<file path="config.mk">
export PLATFORM = sky130hd
export DESIGN_NAME = mc_ctrl
export DESIGN_NICKNAME = d
export VERILOG_FILES = /design/src/rtl/mc_pkg.sv /design/src/rtl/mc_ctrl.sv
export SDC_FILE = /design/constraint.sdc
export NUM_CORES = 1
export LEC_CHECK = 0
export ABC_CLOCK_PERIOD_IN_PS = 4000
export CAP_MARGIN = 20
export CORE_MARGIN = 3
export CORE_UTILIZATION = 49
export DETAILED_ROUTE_END_ITERATION = 8
export PLACE_DENSITY_LB_ADDON = 0.25
export RECOVER_POWER = 100
export SETUP_SLACK_MARGIN = 0.2
export SKIP_CTS_REPAIR_TIMING = 1
export SYNTH_ARGS = -nofsm -noshare
export SYNTH_HDL_FRONTEND = slang
export SYNTH_SLANG_ARGS = --single-unit
export TNS_END_PERCENT = 1
</file>
<file path="constraint.sdc">
create_clock -name clk -period 4 [get_ports clk]
set_input_delay 0.8 -clock clk [delete_from_list [all_inputs] [get_ports clk]]
set_output_delay 0.8 -clock clk [all_outputs]
set_load 0.02 [all_outputs]
</file>
<file path="src/rtl/mc_pkg.sv">
// Shared constants for the multi-cycle MIPS control unit: encodings, state
// and instruction-class enums, datapath select codes, and the instruction classifier.
package mc_pkg;

    localparam logic [5:0] OP_RTYPE = 6'b000000;
    localparam logic [5:0] OP_ORI   = 6'b001101;
    localparam logic [5:0] OP_LUI   = 6'b001111;
    localparam logic [5:0] OP_LW    = 6'b100011;
    localparam logic [5:0] OP_SW    = 6'b101011;
    localparam logic [5:0] OP_BEQ   = 6'b000100;
    localparam logic [5:0] OP_J     = 6'b000010;
    localparam logic [5:0] OP_JAL   = 6'b000011;

    localparam logic [5:0] FN_ADDU  = 6'b100001;
    localparam logic [5:0] FN_SUBU  = 6'b100011;
    localparam logic [5:0] FN_JR    = 6'b001000;

    localparam logic [1:0] ALU_ADD  = 2'b00;
    localparam logic [1:0] ALU_SUB  = 2'b01;
    localparam logic [1:0] ALU_OR   = 2'b10;
    localparam logic [1:0] ALU_LUI  = 2'b11;

    localparam logic [1:0] GPR_RT   = 2'b00;
    localparam logic [1:0] GPR_RD   = 2'b01;
    localparam logic [1:0] GPR_RA   = 2'b10;

    localparam logic [1:0] WD_ALU   = 2'b00;
    localparam logic [1:0] WD_DM    = 2'b01;
    localparam logic [1:0] WD_PC    = 2'b10;

    localparam logic [1:0] NPC_PC4  = 2'b00;
    localparam logic [1:0] NPC_BR   = 2'b01;
    localparam logic [1:0] NPC_J    = 2'b10;
    localparam logic [1:0] NPC_JR   = 2'b11;

    typedef enum logic [3:0] {
        FETCH = 4'd0,
        DCD   = 4'd1,
        MA    = 4'd2,
        MR    = 4'd3,
        MWB   = 4'd4,
        MW    = 4'd5,
        EXE   = 4'd6,
        ALUWB = 4'd7,
        BR    = 4'd8,
        JMP   = 4'd9
    } state_e;

    typedef enum logic [3:0] {
        CL_ILL  = 4'd0,
        CL_ADDU = 4'd1,
        CL_SUBU = 4'd2,
        CL_JR   = 4'd3,
        CL_ORI  = 4'd4,
        CL_LUI  = 4'd5,
        CL_LW   = 4'd6,
        CL_SW   = 4'd7,
        CL_BEQ  = 4'd8,
        CL_J    = 4'd9,
        CL_JAL  = 4'd10
    } instr_e;

    // Collapses op/funct into one class so the FSM never re-decodes raw fields.
    function automatic instr_e classify(input logic [5:0] op, input logic [5:0] funct);
        instr_e cls;
        cls = CL_ILL;
        case (op)
            OP_RTYPE: begin
                case (funct)
                    FN_ADDU: cls = CL_ADDU;
                    FN_SUBU: cls = CL_SUBU;
                    FN_JR:   cls = CL_JR;
                    default: cls = CL_ILL;
                endcase
            end
            OP_ORI:  cls = CL_ORI;
            OP_LUI:  cls = CL_LUI;
            OP_LW:   cls = CL_LW;
            OP_SW:   cls = CL_SW;
            OP_BEQ:  cls = CL_BEQ;
            OP_J:    cls = CL_J;
            OP_JAL:  cls = CL_JAL;
            default: cls = CL_ILL;
        endcase
        return cls;
    endfunction

endpackage

</file>
<file path="src/rtl/mc_ctrl.sv">
// Multi-cycle MIPS control FSM: a single state register plus a Moore output
// decode of state and the IR op/funct fields that drives datapath selects and enables.
module mc_ctrl
    import mc_pkg::*;
(
    input  logic       clk,
    input  logic       rst,
    input  logic [5:0] op,
    input  logic [5:0] funct,
    input  logic       zero,
    output logic       pc_wr,
    output logic       ir_wr,
    output logic       rf_wr,
    output logic       dm_wr,
    output logic       ext_op,
    output logic [1:0] alu_op,
    output logic       b_sel,
    output logic [1:0] gpr_sel,
    output logic [1:0] wd_sel,
    output logic [1:0] npc_op,
    output logic       instr_done,
    output logic       illegal
);

    state_e state_q;
    state_e state_d;
    instr_e cls;

    assign cls = classify(op, funct);

    always_ff @(posedge clk) begin
        if (rst) begin
            state_q <= FETCH;
        end else begin
            state_q <= state_d;
        end
    end

    always_comb begin
        state_d = FETCH;
        case (state_q)
            FETCH: state_d = DCD;
            DCD: begin
                case (cls)
                    CL_LW, CL_SW:                    state_d = MA;
                    CL_ADDU, CL_SUBU, CL_ORI, CL_LUI: state_d = EXE;
                    CL_BEQ:                          state_d = BR;
                    CL_J, CL_JAL, CL_JR:             state_d = JMP;
                    default:                         state_d = FETCH;
                endcase
            end
            MA: begin
                if (cls == CL_LW) begin
                    state_d = MR;
                end else if (cls == CL_SW) begin
                    state_d = MW;
                end else begin
                    state_d = FETCH;
                end
            end
            MR:      state_d = MWB;
            EXE:     state_d = ALUWB;
            default: state_d = FETCH;
        endcase
    end

    // Reset gates every output combinationally so no write can land in the reset cycle.
    always_comb begin
        pc_wr      = 1'b0;
        ir_wr      = 1'b0;
        rf_wr      = 1'b0;
        dm_wr      = 1'b0;
        ext_op     = 1'b0;
        alu_op     = ALU_ADD;
        b_sel      = 1'b0;
        gpr_sel    = GPR_RT;
        wd_sel     = WD_ALU;
        npc_op     = NPC_PC4;
        instr_done = 1'b0;
        illegal    = 1'b0;
        if (!rst) begin
            case (state_q)
                FETCH: begin
                    pc_wr = 1'b1;
                    ir_wr = 1'b1;
                end
                DCD: begin
                    if (cls == CL_ILL) begin
                        illegal    = 1'b1;
                        instr_done = 1'b1;
                    end
                end
                MA: begin
                    b_sel  = 1'b1;
                    ext_op = 1'b1;
                end
                MWB: begin
                    rf_wr      = 1'b1;
                    wd_sel     = WD_DM;
                    instr_done = 1'b1;
                end
                MW: begin
                    dm_wr      = 1'b1;
                    b_sel      = 1'b1;
                    ext_op     = 1'b1;
                    instr_done = 1'b1;
                end
                EXE, ALUWB: begin
                    case (cls)
                        CL_SUBU: alu_op = ALU_SUB;
                        CL_ORI: begin
                            alu_op = ALU_OR;
                            b_sel  = 1'b1;
                        end
                        CL_LUI: begin
                            alu_op = ALU_LUI;
                            b_sel  = 1'b1;
                        end
                        default: alu_op = ALU_ADD;
                    endcase
                    if (state_q == ALUWB) begin
                        rf_wr      = 1'b1;
                        instr_done = 1'b1;
                        gpr_sel    = (cls == CL_ADDU || cls == CL_SUBU) ? GPR_RD : GPR_RT;
                    end
                end
                BR: begin
                    alu_op     = ALU_SUB;
                    ext_op     = 1'b1;
                    npc_op     = NPC_BR;
                    pc_wr      = zero;
                    instr_done = 1'b1;
                end
                JMP: begin
                    pc_wr      = 1'b1;
                    instr_done = 1'b1;
                    case (cls)
                        CL_JR:  npc_op = NPC_JR;
                        CL_JAL: begin
                            npc_op  = NPC_J;
                            rf_wr   = 1'b1;
                            gpr_sel = GPR_RA;
                            wd_sel  = WD_PC;
                        end
                        default: npc_op = NPC_J;
                    endcase
                end
                default: begin
                end
            endcase
        end
    end

endmodule

</file>
* After elaboration in Yosys (flattened, before gate mapping)
Memory sizes are Yosys's and may differ from the RTL's.
Cells that the tools add are included.
** Cells by class
- Mux-type cells :: 38
- Equal/unequal tests :: 27
- Reductions and logical operators :: 10
** Operators with widths (number)
- $eq A4 B3 Y1 const B :: 8
- $pmux W4 S8 :: 1
- $eq A6 B6 Y1 const B :: 4
- $pmux W4 S5 :: 1
- $mux W1 :: 19
- $eq A6 B4 Y1 const B :: 3
- $eq A4 B2 Y1 const B :: 4
- $pmux W2 S2 :: 4
- $eq A4 B4 Y1 const B :: 3
- $eq A6 B2 Y1 const B :: 2
- $pmux W2 S3 :: 2
- $mux W2 :: 5
- $eq A4 B1 Y1 const B :: 2
- $logic_not A4 Y1 :: 2
- $reduce_or A2 Y1 :: 4
- $eq A6 B3 Y1 const B :: 1
- $logic_not A6 Y1 :: 1
- $mux W3 :: 2
- $pmux W1 S3 :: 2
- $pmux W1 S2 :: 2
- $reduce_or A4 Y1 :: 1
- $reduce_or A3 Y1 :: 1
- $logic_or A1 B1 Y1 :: 1
** Word-level totals
- Memories kept :: 1
- Output and inout bits :: 16
- Bits in read-only memories :: 64
- Register bits :: 4
- Input port bits :: 15
- Logic and storage cells :: 77
** Memories
- (no name shown) :: words 16, bits a word 4, read ports 1, clocked after memory_dff 0, wr ports 0, line mc_ctrl.sv:44 : case (cls)

* Longest topological paths before layout
Gate-level depths: netlist of run 1.
- Depth in word-level cells :: 9
- Depth in mapped cells :: 10
- Gate-level depth less buffers :: 9

* Worst setup path before layout of run 1
No wires, ideal clock.
- Path kind :: input -> output
- Start point :: in funct[0]
- End point :: out alu_op[0]
- Setup slack :: 0.509 ns
- Required time :: 3.200 ns
- Cell stages on the path :: 7
- Arrival time :: 2.691 ns
- Path through :: or3b_1 a2111oi_2 o211ai_1 o21ai_0 ha_1 mux2i_1 o31ai_1
** On the way
- Cells in the longest elaborated chain, start to end :: 7
** RTL lines
- from (decl) :: line mc_ctrl.sv:9 : input logic [5:0] funct,
- $eq A6 B4 Y1 / $eq A6 B6 Y1 (equally long branches) :: line mc_pkg.sv:69 : case (funct)
- $pmux W2 S3 * :: line mc_pkg.sv:69
- $pmux W4 S8 * :: line mc_pkg.sv:67 : case (op)
- $eq A4 B3 Y1 / $eq A4 B2 Y1 (equally long branches) :: line mc_ctrl.sv:109 : case (cls)
- $pmux W2 S3 * :: line mc_ctrl.sv:109
- $pmux W2 S2 * :: line mc_ctrl.sv:82 : case (state_q)
- $mux W2 * :: line mc_ctrl.sv:81 : if (!rst) begin
- to (decl) :: line mc_ctrl.sv:16 : output logic [1:0] alu_op,
Every way passes the cells marked *; elsewhere a longest branch is shown, timed or not.

* Worst setup path after layout of run 1
- Start point :: in op[5]
- End point :: out alu_op[1]
** On the way
- Cells in the longest elaborated chain, start to end :: 6
** RTL lines
- from (decl) :: line mc_ctrl.sv:8 : input logic [5:0] op,
- $eq A6 B2 Y1, or another cell as far along :: line mc_pkg.sv:67
- $pmux W4 S8 * :: line mc_pkg.sv:67
- $eq A4 B3 Y1 / $eq A4 B2 Y1 (equally long branches) :: line mc_ctrl.sv:109
- $pmux W2 S3 * :: line mc_ctrl.sv:109
- $pmux W2 S2 * :: line mc_ctrl.sv:82
- $mux W2 * :: line mc_ctrl.sv:81
Marks and branches as above.

==> impl_metrics.yaml, run 1 <==
status:
  status: "finished clean"
floorplan:
  boundaryPins: 31
  rows: 15
  initial_core_util_pct: 52.70
  coreArea_um2: 1764
  die_h_um: 49.56
  dieWidth_um: 49.56
  die_area_um2: 2456
yosys:
  synth_top_area_share_pct: 8.614
  syn_area_um2: 929.6
  syn_nets: 148
  async_flop_share_pct: 0
  ys.flop_type: "dfxtp_1"
  synth_seq_cells: 4
  synth_top_family_by_area: "simple AND/OR/NAND/NOR gates"
  netlist_top_cells_count: "nor2_1, nand2_1, o21ai_0"
  synthTopCellsByArea: "dfxtp_1, ha_1, nor2_1"
  syn-instance-count: 128
  synthXorXnorAreaFrac_pct: 0.9421
  yosysTopAreaCell: "dfxtp_1"
  ys_seq_area_share_pct: 8.614
  synthAdderAreaFrac_pct: 6.729
  post-synth-top-count-cell: "nor2_1"
  avgSynthCellArea_um2: 7.263
  synth_compound_area_share_pct: 30.69
  synthMuxAreaShare_pct: 3.365
  yosys.area_share.simple_pct: 43.74
  synth-edff-count: 0
  yosys_warnings: 0
  synth.distinct_cells: 51
sta:
  maxSlewHeadroom_pct: 64.04
  slew_violations: 0
  holdWs_ps: 717.9
  fmax_ghz: 0.2651
  setup_ws_ps: 227.2
  tightest_slew_ps: 538.7
  period_needed_ps: 3773
  period_share_pct: 94.32
  skew_ps: 2.865
  rsz0062_at_grt: "false"
  hold_viol: 0
  setup_viol: 0
cts:
  htree_levels: 1
  cts_inserted_buffers: 3
  worstSkewPairLatency_ps: 240
  cts.sinks: 4
  tritoncts: "done"
  cts_root_buffer: "clkbuf_4"
  clk_pin_slew_ps: 40
  clk_path_buf_depth: 2
global_routing:
  first_global_vias: 990
  grt_max_degree: 18
  antenna_found_initial: 0
  track_usage_pct: 21.06
  overflow: 0
  grt_pass1_wl_um: 4215
cells_and_area:
  multiInputGateArea_um2: 823.3
  area_growth_pct: 48.99
  layout.nets: 194
  largest_registers: "state_q: 4 flops"
  largest_register_ffs: 4
  top_register: "state_q"
  drive_gt1_share_pct: 24.42
  antenna_cells: 0
  register_area_um2: 80.08
  fillers: 146
placement:
  hpwl_um: 2151
  dp_worst_setup_slack_ps: -395.5
  numPortBuffers: 30
  place_congestion: 0.9232
route:
  via_per_inst: 5.817
  num_vias: 1146
  ant_nets: 0
  first_iter_violations: 33
  first_pass_iters: 4
  drc: 0
  routed_wl_um: 2838
  wl_per_cell_um: 14.41
power_and_ir_drop:
  p_sw_mw: 0.06699
  clockPowerShare_pct: 26.0
  power_density_nw_per_um2: 137.0
  internal-power_mw: 0.1227
  leakagePower_nw: 0.6356
  share_seq_of_total_power_pct: 25.2
  vdd_drop_max_uv: 133.3
  p_sw_share_pct: 35.31
  finalPower_mw: 0.1897
  comb_power_share_pct: 48.8
critical_path:
  crit_type: "input port to output port"
  cp.arrival_ps: 2970
  critPathRequiredTime_ps: 3200
  crit_path_start_kind: "input port"
  cp_max_fo: 3
  end_kind: "output port"
flow_run:
  max_cap_viol_count: 0
min_path:
  hold_path_class: "register to register"
==> routing by layer <==
metal / GRT usage, % / share of wire [%]
met5: 0 / 0
met4: 4.147 / 0.78
met3: 3.323 / 5.8
met2: 38.77 / 49
met1: 25.41 / 45
==> metrics by stage <==
| step | cells | area (um^2) | setup TNS (ps) | util (%) |
|---|---|---|---|---|
| after CTS | 197 | 1383 | -2534 | 78.37 |
| after floorplan | 128 | 929.6 | 0 | - |
| after global placement | 194 | 1360 | -1534 | 77.09 |
| final | 197 | 1385 | 0 | 78.51 |
| after detailed placement | 194 | 1360 | -2501 | 77.09 |
| after global routing | 197 | 1385 | 0 | 78.51 |
==> final timing paths <==
kind	startpoint	endpoint	slack [ps]	depth (start not counted)
hold reg to reg	state_q[1]$_SDFF_PP0_	state_q[2]$_SDFF_PP0_	720	2
hold / removal	state_q[1]$_SDFF_PP0_	state_q[2]$_SDFF_PP0_	720	2
setup / recovery	op[5]	alu_op[1]	230	9
setup reg to reg	state_q[0]$_SDFF_PP0_	state_q[0]$_SDFF_PP0_	2390	4
==> power by group through the flow <==
stage | Combinational [mW] | Clock, mW | Sequential (mW)
4_1_cts | 0.0917 | 0.0497 | 0.0475
6_report | 0.0926 | 0.0494 | 0.0477
3_3_place_gp | 0.0891 | 0 | 0.0478
3_5_place_dp | 0.0913 | 0 | 0.0480
2_1_floorplan | 0.0507 | 0 | 0.0440
5_1_grt | 0.0994 | 0.0526 | 0.0480
==> cell families after synthesis <==
family,after synthesis
flip-flops,4
adder cells (fa/ha/maj),5
AO/OA/AOI/OAI,39
XOR/XNOR,1
AND/OR/NAND/NOR,64
multiplexers,3
buffers and inverters,12
==> layout by cell type, fill, tap and decap left out, types with 5 or more instances in the layout <==
| master | instances |
|---|---|
| nor2_1 | 12 |
| a21oi_1 | 6 |
| dlygate4sd3_1 | 6 |
| inv_1 | 5 |
| buf_4 | 18 |
| dlymetal6s2s_1 | 5 |
| nand2_1 | 10 |
| o21ai_0 | 8 |
| clkdlybuf4s50_1 | 11 |
==> layout make-up <==
type                            instances  area share, %
Tap cell                               25          2.258
Sequential cell                         4          5.781
Clock buffer                            3          1.626
Multi-Input combinational cell        112          59.44
Inverter                                5          1.355
Timing Repair Buffer                   48          29.54
==> critical path, stage by stage <==
cell	delay, ps
clkdlybuf4s50_1	410
or3_1	410
nor2_1	230
o211ai_1	160
o21ai_0	170
ha_2	290
nor2_2	50
nor3b_2	200
dlymetal6s2s_1	260
(Power assumes the default switching activity.)
==> inputs of run 2 (changes only) <==
- HOLD_SLACK_MARGIN: not set -> 0.08
==> results of run 2 <==
Same layout as run 1: the final DEF is identical, and so are final timing and power.
